<file path="config.mk">
export PLATFORM = sky130hd
export DESIGN_NAME = onchip_path_reader
export DESIGN_NICKNAME = d
export VERILOG_FILES = /design/src/rtl/onchip_path_reader.sv
export SDC_FILE = /design/constraint.sdc
export NUM_CORES = 1
export LEC_CHECK = 0
export BUFFER_PORTS_ARGS = -buffer_cell sky130_fd_sc_hd__buf_4
export CORE_ASPECT_RATIO = 0.6
export CORE_MARGIN = 3
export CORE_UTILIZATION = 52
export CTS_CLUSTER_DIAMETER = 200
export DETAILED_ROUTE_END_ITERATION = 8
export PLACE_DENSITY = 0.84
export SLEW_MARGIN = 30
export SYNTH_ARGS = -nofsm -noshare
export SYNTH_HDL_FRONTEND = slang
export SYNTH_SLANG_ARGS = --single-unit
</file>
<file path="constraint.sdc">
create_clock -name clk -period 3.82 [get_ports clk]
set_input_delay 0.191 -clock clk [delete_from_list [all_inputs] [get_ports clk]]
set_output_delay 0.191 -clock clk [all_outputs]
set_load 0.005 [all_outputs]
</file>
<file path="src/rtl/onchip_path_reader.sv">
// onchip_path_reader
//   Consumer side of the on-chip path SRAM (64x16 dual-port). Masters SRAM port s2:
//   reads the header word, then each waypoint word in turn, streams every waypoint
//   out on a valid/ready interface, and finally writes 0 back to the header so the
//   HPS can see that the slot is free again.
//
// Ports
//   clk, reset        single clock; synchronous active-high reset
//   start             one-cycle request to consume a block (ignored unless idle)
//   sram_*            port s2 master: address/chipselect/write/byteenable/writedata/clken
//                     are registered outputs; sram_readdata is valid one cycle after
//                     the address cycle
//   wp_data/valid     waypoint stream to the motion controller, wp_ready from it
//   busy              high whenever the FSM is not idle
//   done              one-cycle pulse at the end of every block
//   wp_count          waypoint count latched from the header

module onchip_path_reader #(
    parameter int unsigned ADDR_W   = 6,
    parameter int unsigned DATA_W   = 16,
    parameter int unsigned HDR_ADDR = 0
) (
    input  logic              clk,
    input  logic              reset,
    input  logic              start,
    output logic [ADDR_W-1:0] sram_address,
    output logic              sram_chipselect,
    output logic              sram_write,
    output logic [1:0]        sram_byteenable,
    output logic [DATA_W-1:0] sram_writedata,
    output logic              sram_clken,
    input  logic [DATA_W-1:0] sram_readdata,
    output logic [DATA_W-1:0] wp_data,
    output logic              wp_valid,
    input  logic              wp_ready,
    output logic              busy,
    output logic              done,
    output logic [ADDR_W-1:0] wp_count
);

    localparam logic [ADDR_W-1:0] HdrAddr = ADDR_W'(HDR_ADDR);

    typedef enum logic [2:0] {
        StIdle,
        StRdHdr,
        StHdrWait,
        StRdWp,
        StWpWait,
        StOut,
        StClr,
        StDone
    } state_t;

    state_t            state_q, state_d;
    logic [ADDR_W-1:0] idx_q, idx_d;
    logic [ADDR_W-1:0] count_q, count_d;
    logic [DATA_W-1:0] data_q, data_d;
    logic              valid_q, valid_d;
    logic [ADDR_W-1:0] addr_q, addr_d;
    logic              cs_q, cs_d;
    logic              we_q, we_d;
    logic              done_q, done_d;
    logic              busy_q, busy_d;

    // Next-state logic. The SRAM strobes and stream outputs are decoded from the
    // next state and registered, so they line up exactly with the state they belong to.
    always_comb begin
        state_d = state_q;
        idx_d   = idx_q;
        count_d = count_q;
        data_d  = data_q;

        unique case (state_q)
            StIdle: begin
                if (start) begin
                    state_d = StRdHdr;
                end
            end
            StRdHdr: begin
                state_d = StHdrWait;
            end
            StHdrWait: begin
                // Only the low ADDR_W bits are the count; upper header bits are ignored.
                count_d = sram_readdata[ADDR_W-1:0];
                if (sram_readdata[ADDR_W-1:0] == '0) begin
                    state_d = StDone;
                end else begin
                    idx_d   = ADDR_W'(1);
                    state_d = StRdWp;
                end
            end
            StRdWp: begin
                state_d = StWpWait;
            end
            StWpWait: begin
                data_d  = sram_readdata;
                state_d = StOut;
            end
            StOut: begin
                if (wp_ready) begin
                    if (idx_q == count_q) begin
                        state_d = StClr;
                    end else begin
                        // idx never exceeds count, so it cannot wrap here.
                        idx_d   = idx_q + ADDR_W'(1);
                        state_d = StRdWp;
                    end
                end
            end
            StClr: begin
                state_d = StDone;
            end
            StDone: begin
                state_d = StIdle;
            end
            default: begin
                state_d = StIdle;
            end
        endcase

        cs_d    = (state_d == StRdHdr) || (state_d == StRdWp) || (state_d == StClr);
        we_d    = (state_d == StClr);
        addr_d  = '0;
        if (state_d == StRdWp) begin
            addr_d = HdrAddr + idx_d;
        end else if (cs_d) begin
            addr_d = HdrAddr;
        end
        valid_d = (state_d == StOut);
        done_d  = (state_d == StDone);
        busy_d  = (state_d != StIdle);
    end

    always_ff @(posedge clk) begin
        if (reset) begin
            state_q <= StIdle;
            idx_q   <= '0;
            count_q <= '0;
            data_q  <= '0;
            valid_q <= 1'b0;
            addr_q  <= '0;
            cs_q    <= 1'b0;
            we_q    <= 1'b0;
            done_q  <= 1'b0;
            busy_q  <= 1'b0;
        end else begin
            state_q <= state_d;
            idx_q   <= idx_d;
            count_q <= count_d;
            data_q  <= data_d;
            valid_q <= valid_d;
            addr_q  <= addr_d;
            cs_q    <= cs_d;
            we_q    <= we_d;
            done_q  <= done_d;
            busy_q  <= busy_d;
        end
    end

    assign sram_address    = addr_q;
    assign sram_chipselect = cs_q;
    assign sram_write      = we_q;
    assign sram_byteenable = {2{cs_q}};
    assign sram_writedata  = '0;
    assign sram_clken      = 1'b1;
    assign wp_data         = data_q;
    assign wp_valid        = valid_q;
    assign busy            = busy_q;
    assign done            = done_q;
    assign wp_count        = count_q;

endmodule

</file>
# Word-level counts from Yosys, hierarchy flattened
# Cells that the tools add are included.
# word_totals
regBits	42
inputBits	20
# classes
n_addsub	1
n_mux	9
bitwise	1
n_reduce_logical	6
eq_ne	13
# op_table
cell	n
3-bit one-hot mux with 8 select lines	1
3-bit equality test (second input constant)	7
6-bit two-way mux	3
3-bit two-way mux	4
6-bit one-hot mux with 2 select lines	1
3-bit by 2-bit equality test with 1-bit output (second input constant)	3
6-bit by 1-bit adder with 6-bit output (second input constant)	1
3-bit by 1-bit equality test with 1-bit output (second input constant)	2
6-bit equality test	1
6-bit zero test	1
3-bit zero test	1
3-bit nonzero test	1
1-bit logical OR	2
2-bit OR reduction	1
1-bit inverter	1

# Depth between registers and ports, before layout
# logic_depth
depth_word	7
depth_mapped	7

# Worst setup path after synthesis
# OpenSTA, ideal clock, no wires.
# synth_timing
kind	reg-to-reg
from	reg state_q[1]
to	reg addr_q[1] (netlist: sram_address[1])
setup_time_ns	0.119
path_stages_with_launch	7
arrival_time_ns	1.343
n_path_buf	1
synth_period_minus_slack_ns	1.462
path_slack_ns	2.358
t_required_ns	3.701
cell_sequence	dfxtp_1 > nor3b_2 > buf_4 > a21bo_1 > and2_0 > mux2i_1 > nor2_1
# synth_via
elab_chain_cells	5
elab_cells_between_ends	15
# synth_rtl
item	line	rtl
start: declaration	54	state_t state_q, state_d;
start signal: assignment	136	state_q <= StIdle;
start signal: assignment	147	state_q <= state_d;
3-bit equality test (tied with other cells)	73	unique case (state_q)
3-bit one-hot mux with 8 select lines	73	
3-bit by 2-bit equality test with 1-bit output	124	if (state_d == StRdWp) begin
1-bit inverter (no source line)	--	
2-bit OR reduction (no source line)	--	
end signal: assignment	152	addr_q <= addr_d;
end: declaration	59	logic [ADDR_W-1:0] addr_q, addr_d;
# Parallel ways exist; a longest one is shown, timed or not.
# A chain may end at the register's enable or synchronous reset.

# Final worst setup path
# layout_timing
from	reg state_q[0]
to	reg addr_q[1] (netlist: sram_address[1])
# Same word-level chain as after synthesis.

==> impl_metrics.csv <==
group,metric,value,unit
clocking,cts_tree,"built",
grt,grt_pass1_vias,1363,
grt,antenna_found_initial,0,
worst_setup_path,start_kind,"flip-flop",
sta,slew_violations,0,
clocking,insertion_delay,0.29,ns
routing,wl,4200,um
finish,antenna_cells,0,
floorplan,rows,16,
sta,timing.fmax,498,MHz
placement,post-place-ws,1.85,ns
clocking,clk_pin_slew_worst_paths,0.07,ns
power,total_power,0.870,mW
grt,grt_max_degree,26,
synth,seq_area_frac_synth,43.8,%
synth,postSynthAreaPerCell,8.77,sq um
grt,grt_pass1_wl,6560,um
clocking,htreeDepth,2,
floorplan,die_height,53.1,um
routing,drc,0,
placement,dp.final_hpwl,3130,um
power,p_leak,1.01,nW
finish,area_delta_synth_final,21.9,%
finish,finalNonFillerCells,312,
placement,dpl-instance-area,2260,sq um
floorplan,start_util,56.4,%
placement,place_congestion,0.876,
floorplan,coreArea,3400,sq um
status,outcome,"finished clean",
worst_setup_path,arrival,2.19,ns
floorplan,io-pin-count,72,
finish,fin_area,2340,sq um
worst_setup_path,cp-end-kind,"flip-flop",
sta,hold_viol,0,
routing,wire_per_inst,13.4,um
worst_setup_path,crit_required,4.00,ns
routing,viasPerCell,5.04,
routing,dr.pass1.iters,4,
power,peakVddDrop,0.218,mV
clocking,clock_path_buffers,2,
finish,drive_gt1_share,28.8,%
sta,hold_ws,0.143,ns
clocking,postCtsHoldBufs,0,
finish,fin_util,68.8,%
synth,async_reset_ff_share,0,%
grt,gr-total-overflow,0,
floorplan,die_x,84.5,um
clocking,cts-resized-gates,0,
sta,worst_slew_pin_slew,0.743,ns
hold_path,hold_path.class,"in -> reg",
placement,place_inst,306,
sta,rsz0062_at_grt,"no",
synth,synth.distinct_cells,48,
finish,nets,289,
sta,period_share,52.6,%
synth,syn_inst,219,
clocking,cts_setup_buffers,0,
synth,synth_flop_cell,"dfxtp_1",
sta,period_minus_slack,2.01,ns
placement,port_buffers,54,
clocking,numCtsBuffers,5,
sta,finalClockSkew,0.00404,ns
sta,slew_headroom,50.3,%
routing,drtAntennaViolNets,0,
sta,setup_tns,0,ns
synth,ys_warn_count,0,
synth,ys_seq_elements,42,
clocking,clockRootBuffer,"clkbuf_8",
synth,synth_edf_count,0,
worst_setup_path,path_class,"reg -> reg",
power,power.density,372,nW/um^2
worst_setup_path,path_max_fanout,13,
finish,fillerInstances,267,
synth,netlist_area,1920,sq um
routing,vias,1574,
sta,setup_ws,1.81,ns
routing,initialDrtViolationCount,49,
floorplan,die_area,4480,sq um
clocking,numClockSinks,42,
run,drv_cap,0,
grt,grt_use_total,19.3,%
sta,setup_violations,0,
==> final cells by class <==
type                    instances  area [sq um]  share of cell area (%)
multi-input cells             161           941                    40.2
flip-flops and latches         42           841                    35.9
repair buffers                 54           405                    17.3
clock buffers                   6          82.6                    3.53
well taps                      45          56.3                    2.41
inverters                       4          15.0                   0.641
==> power by group <==
group	switching (mW)	internal [mW]	leakage, nW
clock network	0.140	0.139	0.0431
registers	0.0163	0.450	0.340
logic	0.0670	0.0575	0.630
==> cells by family (layout without fill, tap and decap cells) <==
logic type      after synthesis  after routing  synth area share [%]
mux                          12             12                  6.25
buf+inv                      31             64                  10.3
fa+ha+maj                     1              1                 0.651
compound gates               37             37                  12.2
flops                        42             42                  43.8
xor+xnor                      6              6                  2.74
other cells                   2             17                 0.391
simple gates                 88             88                  23.7
==> path summary, 6_finish.rpt <==
| check | from | cells past startpoint | endpoint | slack [ns] |
|---|---|---|---|---|
| setup / recovery | state_q[0]$_SDFF_PP0_ | 5 | sram_address[1]$_SDFF_PP0_ | 1.81 |
| hold / removal | sram_readdata[7] | 3 | wp_data[7]$_SDFFE_PP0P_ | 0.14 |
| setup reg to reg | state_q[0]$_SDFF_PP0_ | 5 | sram_address[1]$_SDFF_PP0_ | 1.81 |
| hold reg to reg | wp_data[14]$_SDFFE_PP0P_ | 2 | wp_data[14]$_SDFFE_PP0P_ | 0.46 |
==> sequential cells by signal, indices dropped and copies added, names as in the netlist <==
register,flops
sram_write,1
busy,1
sram_chipselect,1
idx_q,6
wp_count,6
wp_valid,1
state_q,3
wp_data,16
sram_address,6
done,1
==> layer usage <==
layer	wire length, um	track usage [%]	vias to the layer above
li1	-	-	787
met1	2080	27.8	721
met2	1750	26.2	57
met3	302	5.75	9
met4	60	8.42	0
met5	0	0	-
==> Yosys cell counts (2+ instances only) <==
library cell,count,area share (%)
nand2_2,2,0.65
mux2i_1,12,6.3
o21ai_0,4,1.0
nand3_1,2,0.52
nand2_1,39,7.6
conb_1,2,0.39
clkbuf_1,3,0.59
nor2_1,17,3.3
and3_2,2,0.78
and2_1,5,1.6
xnor2_1,6,2.7
inv_1,3,0.59
buf_4,21,8.2
nand2b_1,2,0.65
a21oi_1,19,5.0
buf_2,2,0.52
dfxtp_1,42,44
nor2b_1,6,2.0
==> cell usage in the layout, fill, tap and decap left out, drive strengths merged, types with 2 or more instances in the layout <==
master / count
a211oi: 2
a21oi: 19
and2: 6
and3: 3
buf: 54
clkbuf: 6
conb: 17
dfxtp: 42
inv: 4
mux2i: 12
nand2: 42
nand2b: 3
nand3: 2
nor2: 18
nor2b: 6
nor3: 2
o21ai: 6
or2: 2
xnor2: 6
==> worst max-delay path: stages (launching register included) <==
cell	delay, ns
dfxtp_1	0.46
nor3b_2	0.68
a21bo_1	0.34
and2_0	0.18
mux2i_1	0.17
nor2_1	0.07
Power figures use the tool's default switching activity.
